**config.mk**
```make
export PLATFORM = sky130hd
export DESIGN_NAME = mux8_rr_scheduler
export DESIGN_NICKNAME = d
export VERILOG_FILES = /design/src/rtl/mux8_rr_scheduler.sv
export SDC_FILE = /design/constraint.sdc
export NUM_CORES = 1
export LEC_CHECK = 0
export ABC_AREA = 1
export CAP_MARGIN = 5
export CORE_AREA = 8 8 229 231
export CTS_BUF_LIST = sky130_fd_sc_hd__clkbuf_4
export CTS_CLUSTER_SIZE = 14
export DETAILED_ROUTE_END_ITERATION = 16
export DIE_AREA = 0 0 237 239
export SYNTH_ARGS = -nofsm -noshare
export SYNTH_HDL_FRONTEND = slang
export SYNTH_SLANG_ARGS = --single-unit
```
**constraint.sdc**
```tcl
create_clock -name clk -period 2.7 [get_ports clk]
set_input_delay 0.54 -clock clk [delete_from_list [all_inputs] [get_ports clk]]
set_output_delay 0.54 -clock clk [all_outputs]
set_load 0.005 [all_outputs]
```
**src/rtl/mux8_rr_scheduler.sv**
```systemverilog
// mux8_rr_scheduler: round-robin burst scheduler feeding eight 64-bit sources into one registered output.
module mux8_to_1_x64 (
  input  logic [63:0] X0,
  input  logic [63:0] X1,
  input  logic [63:0] X2,
  input  logic [63:0] X3,
  input  logic [63:0] X4,
  input  logic [63:0] X5,
  input  logic [63:0] X6,
  input  logic [63:0] X7,
  input  logic [2:0]  S,
  input  logic        EN,
  output logic [63:0] Y
);
  logic [63:0] x [8];
  assign x = '{X0, X1, X2, X3, X4, X5, X6, X7};
  assign Y = EN ? x[S] : '0;
endmodule

module mux8_rr_scheduler #(
  parameter int MAX_BURST = 16
) (
  input  logic        clk,
  input  logic        reset,
  input  logic [7:0]  req,
  input  logic [7:0]  last,
  input  logic [63:0] in_data0,
  input  logic [63:0] in_data1,
  input  logic [63:0] in_data2,
  input  logic [63:0] in_data3,
  input  logic [63:0] in_data4,
  input  logic [63:0] in_data5,
  input  logic [63:0] in_data6,
  input  logic [63:0] in_data7,
  output logic [7:0]  ack,
  input  logic        out_rdy,
  output logic [63:0] out_data,
  output logic        out_wr,
  output logic [2:0]  sel,
  output logic        busy
);
  typedef enum logic {IDLE, BURST} state_t;
  state_t state, state_nx;
  logic [2:0] last_grant, pick;
  logic [7:0] count;
  logic [63:0] mux_y;
  logic transfer, done;
  mux8_to_1_x64 u_mux (
    .X0(in_data0), .X1(in_data1), .X2(in_data2), .X3(in_data3),
    .X4(in_data4), .X5(in_data5), .X6(in_data6), .X7(in_data7),
    .S(sel), .EN(busy), .Y(mux_y)
  );
  // Descending scan so the nearest requester after last_grant wins; last_grant itself is lowest priority.
  always_comb begin
    pick = last_grant;
    for (int k = 8; k >= 1; k--)
      if (req[3'(last_grant + 3'(k))]) pick = 3'(last_grant + 3'(k));
  end
  always_comb begin
    busy = state == BURST;
    transfer = busy & req[sel] & out_rdy;
    done = (transfer & (last[sel] | ({1'b0, count} + 9'd1 == 9'(MAX_BURST)))) | (busy & ~req[sel]);
    ack = transfer ? 8'b1 << sel : '0;
    state_nx = busy ? (done ? IDLE : BURST) : (|req ? BURST : IDLE);
  end
  always_ff @(posedge clk)
    if (reset) state <= IDLE;
    else state <= state_nx;
  always_ff @(posedge clk) begin
    if (reset) begin
      sel <= '0;
      last_grant <= 3'd7;
      count <= '0;
      out_wr <= 1'b0;
      out_data <= '0;
    end else begin
      out_wr <= transfer;
      if (transfer) begin
        out_data <= mux_y;
        count <= count + 8'(count != 8'hFF);
      end
      if (!busy && |req) begin
        sel <= pick;
        count <= '0;
      end
      if (done) last_grant <= sel;
    end
  end
endmodule

```
==> flow_summary.yaml, run 1 <==
yosys:
  yosys.area.top_type: "dfxtp_1"
  synthesis.area_mm2: 0.00696
  synthSimpleGateAreaFrac_pct: 40.2
  synth_xor_area_share_pct: 0.755
  yosysMostFrequentCell: "nand2_1"
  synthArstFlopShare_pct: 0
  synth_top_family_by_area: "simple AND/OR/NAND/NOR gates"
  yosys_warnings: 0
  syn-mean-instance-area_um2: 5.89
  yosysTopAreaCellShare_pct: 23.0
  yosysSeqAreaShare_pct: 23.0
  synthCells: 1183
  synth_edf_count: 0
  syn-num-nets: 1718
  synth_mux_area_share_pct: 0
  synth_ff_type: "dfxtp_1"
  synthDistinctLibCells: 29
  synthTopCellsByCount: "410 x nand2_1, 148 x nor2_1, 130 x o21ai_0, 80 x dfxtp_1, 71 x nand4_1"
  netlist_top_cells_area: "dfxtp_1 23%, nand2_1 22%, o21ai_0 9.3%"
  synth-seq-cells: 80
  synth_compound_area_share_pct: 27.5
  synth_fa_ha_area_share_pct: 0.719
timing:
  whs_ns: 0.477
  fmax_mhz: 393
  fin_crit_sh_pct: 94.3
  hold_viol: 0
  rsz0062_at_grt: "true"
  tightest_slew_ns: 0.864
  setup_viol: 0
  max_slew_margin_pct: 42.4
  skew_ns: 0.0240
  maxSlewViolCount: 0
  period_minus_slack_ns: 2.55
  fin_ws_ns: 0.155
clock_tree:
  clock-sinks: 80
  clock_path_buffers: 2
  ctsRootBufferMaster: "clkbuf_4"
  cts_tree: "built"
  cts_max_level: 3
  numCtsBuffers: 9
  clk_pin_slew_ns: 0.15
  insertion_delay_ns: 0.51
die:
  ios: 608
  die_w_um: 237
  die_h_um: 239
  start_util_pct: 14.3
  rows: 81
  fp.dieArea_mm2: 0.0566
  coreArea_mm2: 0.0485
final_layout:
  finalNetCount: 2295
  drive_gt1_share_pct: 5.33
  final_cell_count_no_fill: 2390
  areaGrowthSynthToFinish_pct: 104
  fillers: 5326
placement:
  dp_worst_setup_slack_ns: -0.103
  dp_hpwl_mm: 38.5
  gp_congestion: 0.913
  port_buffers: 607
  dp.cells: 2359
power_and_ir_drop:
  p_clk_share_pct: 9.9
  p_comb_share_pct: 72.5
  p_sw_uw: 4220
  switching_share_pct: 47.2
  internal_power_uw: 4720
  ir_worst_vdd_uv: 331
  p_leak_uw: 0.00547
  seqPwrFrac_pct: 17.5
  power_uw: 8930
  powerDensity_mw_per_mm2: 630
global_routing:
  grt_use_total_pct: 15.6
  grt_antenna_before_repair: 4
  grt-ovfl-total: 0
  grt_max_degree: 130
  grt_pass1_wl_mm: 68.2
  grt_pass1_vias: 11115
worst_setup_path:
  critical_path_arrival_ns: 2.01
  cp-end-kind: "primary output"
  r2r_slack_ns: 0.35
  cp-start-kind: "register"
  cp_max_fo: 5
  reg2regPathDepth: 9
  rr_startpoint: "sel[0]"
  worstSetupPathType: "reg -> out"
  endpoint: "ack[3]"
  regToRegEndpoint: "out_data[42]"
  startpoint: "sel[1]"
  required_ns: 2.16
routing:
  first_pass_iters: 5
  drt-initial-drc-count: 701
  drcViolationCount: 0
  viasPerCell: 4.53
  vias: 10830
  wl_per_cell_um: 19.8
  drtAntennaViolNets: 0
  drt-total-wl_mm: 47.2
min_path:
  hp-class: "reg -> reg"
outcome:
  outcome: "finished clean"
flow_run:
  cap_violations: 0
## stage by stage
step / setup TNS [ns] / util (%) / area, µm²
after floorplan: 0 / - / 6960
after global placement: -0.740 / 28.6 / 13900
after detailed placement: -0.676 / 28.6 / 13900
after CTS: 0 / 29.1 / 14100
after global routing: -0.0680 / 29.2 / 14200
final: 0 / 29.2 / 14200
## final cells by class
cell class | instances | area, µm² | area share [%]
Timing Repair Buffer | 661 | 6620 | 46.7
Multi-Input combinational cell | 972 | 4850 | 34.2
Sequential cell | 80 | 1610 | 11.4
Tap cell | 622 | 778 | 5.49
Inverter | 36 | 144 | 1.02
Clock inverter | 7 | 96.3 | 0.680
Clock buffer | 9 | 67.6 | 0.477
Antenna cell | 3 | 7.51 | 0.0530
## critical path, cell delays in order (launching register included)
cell             delay (ns)
dfxtp_4                0.41
inv_2                  0.06
nor2_4                 0.17
nand2_1                0.07
nand4_1                0.17
nand2_2                0.11
nor2_4                 0.11
nand2_2                0.08
nor2_1                 0.09
clkdlybuf4s15_1        0.21
## layout by cell type (no fill, tap or decap), drive strengths merged
cell type	synthesis	routed
clkdlybuf4s50	0	599
nand2	410	410
nor2	150	150
o21ai	137	137
dfxtp	80	80
nand4	71	71
a22o	64	64
a221oi	64	64
buf	46	57
nand3	41	41
inv	35	34
a21oi	13	13
clkbuf	49	10
clkinv	1	7
xor2	4	4
o22ai	4	4
ha	4	4
diode	0	3
nor4	3	3
clkdlybuf4s15	0	3
xnor2	2	2
bufinv	0	2
a22oi	2	2
and2	1	1
and3	1	1
nor3	1	1
bufbuf	0	1
## per-layer routing
| layer | GRT usage (%) | wire [µm] | part of all wire, % |
|---|---|---|---|
| met1 | 18.0 | 18700 | 40 |
| met2 | 27.2 | 23400 | 49 |
| met3 | 4.13 | 3590 | 7.6 |
| met4 | 6.25 | 1570 | 3.3 |
| met5 | 0 | 0 | 0 |
## flip-flops by register name, summed over array words and instances (netlist names)
| register | cells |
|---|---|
| count | 8 |
| out_data | 64 |
| out_wr | 1 |
| last_grant | 3 |
| sel | 3 |
| busy | 1 |
## timing repair
action | CTS | global route
gates cloned | 1 | 0
resized for setup | 40 | 2
hold buffers | 0 | 0
setup endpoints to repair | 8 | 8
pin swaps | 5 | 3
buffers inserted | 8 | 3
## power groups by stage
stage          Combinational (µW)  Sequential (µW)  Clock, µW
4_1_cts                      6510             1570        970
6_report                     6480             1570        887
5_1_grt                      7170             1600       1010
3_3_place_gp                 6330             1580          0
2_1_floorplan                3480             1560          0
3_5_place_dp                 6310             1590          0
## worst min path at each step
stage               slack, ns       end  cells after the start      from
detailed placement       0.46  count[6]                      2  count[6]
finish                   0.48  count[6]                      2  count[6]
global placement         0.45  count[6]                      2  count[6]
global route             0.51  count[6]                      2  count[6]
floorplan                0.44  count[6]                      2  count[6]
CTS                      0.48  count[6]                      2  count[6]
## logic make-up after synthesis
| family | Yosys count |
|---|---|
| AO/OA/AOI/OAI | 284 |
| XOR/XNOR | 6 |
| adder cells (fa/ha/maj) | 4 |
| buffers and inverters | 131 |
| flip-flops | 80 |
| AND/OR/NAND/NOR | 678 |
No activity file was read; power rests on OpenSTA's default activity.
==> run 2: changes to the inputs <==
==> constraint.sdc (replaced) <==
create_clock -name clk -period 2.7 [get_ports clk]
set_input_delay 0.405 -clock clk [delete_from_list [all_inputs] [get_ports clk]]
set_output_delay 0.405 -clock clk [all_outputs]
set_load 0.005 [all_outputs]
==> run 2 against run 1 <==
Effect of this change:
- global-route usage increased by 0.085 points
- critical path depth decreased by 2
- design area decreased by 0.84%
- register-to-register slack improved by 0.09 ns
- critical endpoint is now ack[2]
- largest power group unchanged
==> flow_summary.yaml, run 2 (synthesis results as in run 1) <==
worst_setup_path:
  cp-start-kind: "register"
  reg2regPathDepth: 10
  r2r_slack_ns: 0.44
  cp_max_fo: 64
  rr_startpoint: "sel[0]"
  regToRegEndpoint: "out_data[53]"
  critical_path_arrival_ns: 2.08
  required_ns: 2.30
  cp-end-kind: "primary output"
  worstSetupPathType: "reg -> out"
routing:
  wl_per_cell_um: 19.9
  viasPerCell: 4.51
  drt-initial-drc-count: 678
  drcViolationCount: 0
  drt-total-wl_mm: 47.4
  first_pass_iters: 5
  drtAntennaViolNets: 0
  vias: 10726
timing:
  tightest_slew_ns: 0.798
  rsz0062_at_grt: "false"
  maxSlewViolCount: 0
  setup_viol: 0
  hold_viol: 0
  fmax_mhz: 403
  skew_ns: 0.0262
  tns_ns: 0
  max_slew_margin_pct: 46.8
  period_minus_slack_ns: 2.48
  fin_ws_ns: 0.216
  fin_crit_sh_pct: 92.0
die:
  fp.dieArea_mm2: 0.0566
  rows: 81
  die_h_um: 239
  ios: 608
  die_w_um: 237
  coreArea_mm2: 0.0485
  start_util_pct: 14.3
final_layout:
  fillers: 5244
  top_regs: "out_data x64, count x8"
  largest_reg_flops: 64
  final_cell_mix: "599 x clkdlybuf4s50_1, 406 x nand2_1, 147 x nor2_1"
  final_common_cell: "clkdlybuf4s50_1"
  top_register: "out_data"
  drive_gt1_share_pct: 4.22
  areaGrowthSynthToFinish_pct: 102
  finalNetCount: 2285
global_routing:
  grt-ovfl-total: 0
  grt_busiest_layer: "met2"
  grt_pass1_vias: 11193
  grt_pass1_wl_mm: 68.6
  grt_use_total_pct: 15.7
  grt_max_degree: 76
  grt_antenna_before_repair: 5
  use_met1_pct: 18.2
  grtUsageMet2_pct: 27.3
  grt_util_met3_pct: 4.37
clock_tree:
  clock-sinks: 80
  clock_path_buffers: 2
  holdBufCountCts: 0
  ctsRootBufferMaster: "clkbuf_4"
  cts_max_level: 3
  cts_tree: "built"
  numCtsBuffers: 9
  insertion_delay_ns: 0.50
  clk_pin_slew_ns: 0.15
min_path:
  hp-class: "reg -> reg"
  min_to: "count[6]"
  hold_depth: 2
  hp-start: "count[6]"
placement:
  dp_hpwl_mm: 38.8
  port_buffers: 607
  gp_congestion: 0.910
  dp_worst_setup_slack_ns: 0.108
power_and_ir_drop:
  ir_worst_vdd_uv: 350
  powerDensity_mw_per_mm2: 631
  p_leak_uw: 0.00542
outcome:
  outcome: "finished clean"
flow_run:
  cap_violations: 0
run 2: cell count changes in the layout (fill, tap and decap cells not counted), sizes merged:
cell	delta
buf	-13
dlygate4sd2	+8
clkdlybuf4s15	-3
clkinv	-3
bufbuf	-1
clkbuf	+1
run 2: metrics by stage:
step	std cells	power, µW	hold WS (ns)	util, %	instance area, µm²
global placement	2354	7950	0.453	28.5	13800
floorplan	1183	5050	0.440	-	6960
global route	2379	9700	0.523	29.0	14100
detailed placement	2354	7980	0.465	28.5	13800
CTS	2374	8990	0.484	28.9	14000
finish	2379	8870	0.477	29.0	14100
run 2: worst max-delay path: stages, from the launching register on:
cell	delay (ns)
dfxtp_4	0.41
inv_2	0.06
nor2_4	0.18
buf_4	0.18
buf_16	0.22
inv_1	0.15
nor2_1	0.12
dlygate4sd2_1	0.25
run 2: repair_timing:
item | CTS | global route
resized for setup | 16 | 2
buffers inserted | 5 | 2
setup endpoints to repair | 8 | 7
pin swaps | 3 | 1
run 2: power by group:
part	switching (µW)	leakage, µW	total, µW	internal, µW
registers	166	0.000654	1580	1410
clock network	486	0.0000867	874	389
logic	3550	0.00468	6410	2860
total	4210	0.00542	8870	4660
run 2: routing by layer:
metal  vias up  routed length, µm
li1       5250                  -
met5         -                 10
met2       474              23400
met4         2               1300
met3        59               3330
met1      4941              19300
run 2: worst max path at each step:
stage                     endpoint  slack [ns]     startpoint  cells past startpoint
after floorplan             sel[0]        0.78  last_grant[1]                     15
after global placement      ack[5]         0.1         req[0]                      8
after detailed placement    ack[5]        0.11         req[0]                      8
after CTS                   ack[2]        0.02         sel[1]                      7
after global routing        ack[0]        0.01         sel[1]                      9
final                       ack[2]        0.22         sel[1]                      7
run 2: cell type report:
class / count / area (µm²) / share of cell area, %
Multi-Input combinational cell: 972 / 4830 / 34.4
Clock inverter: 4 / 70.1 / 0.499
Inverter: 36 / 144 / 1.02
Sequential cell: 80 / 1610 / 11.4
Clock buffer: 11 / 82.6 / 0.588
Antenna cell: 3 / 7.51 / 0.0534
Timing Repair Buffer: 651 / 6530 / 46.5
Tap cell: 622 / 778 / 5.54
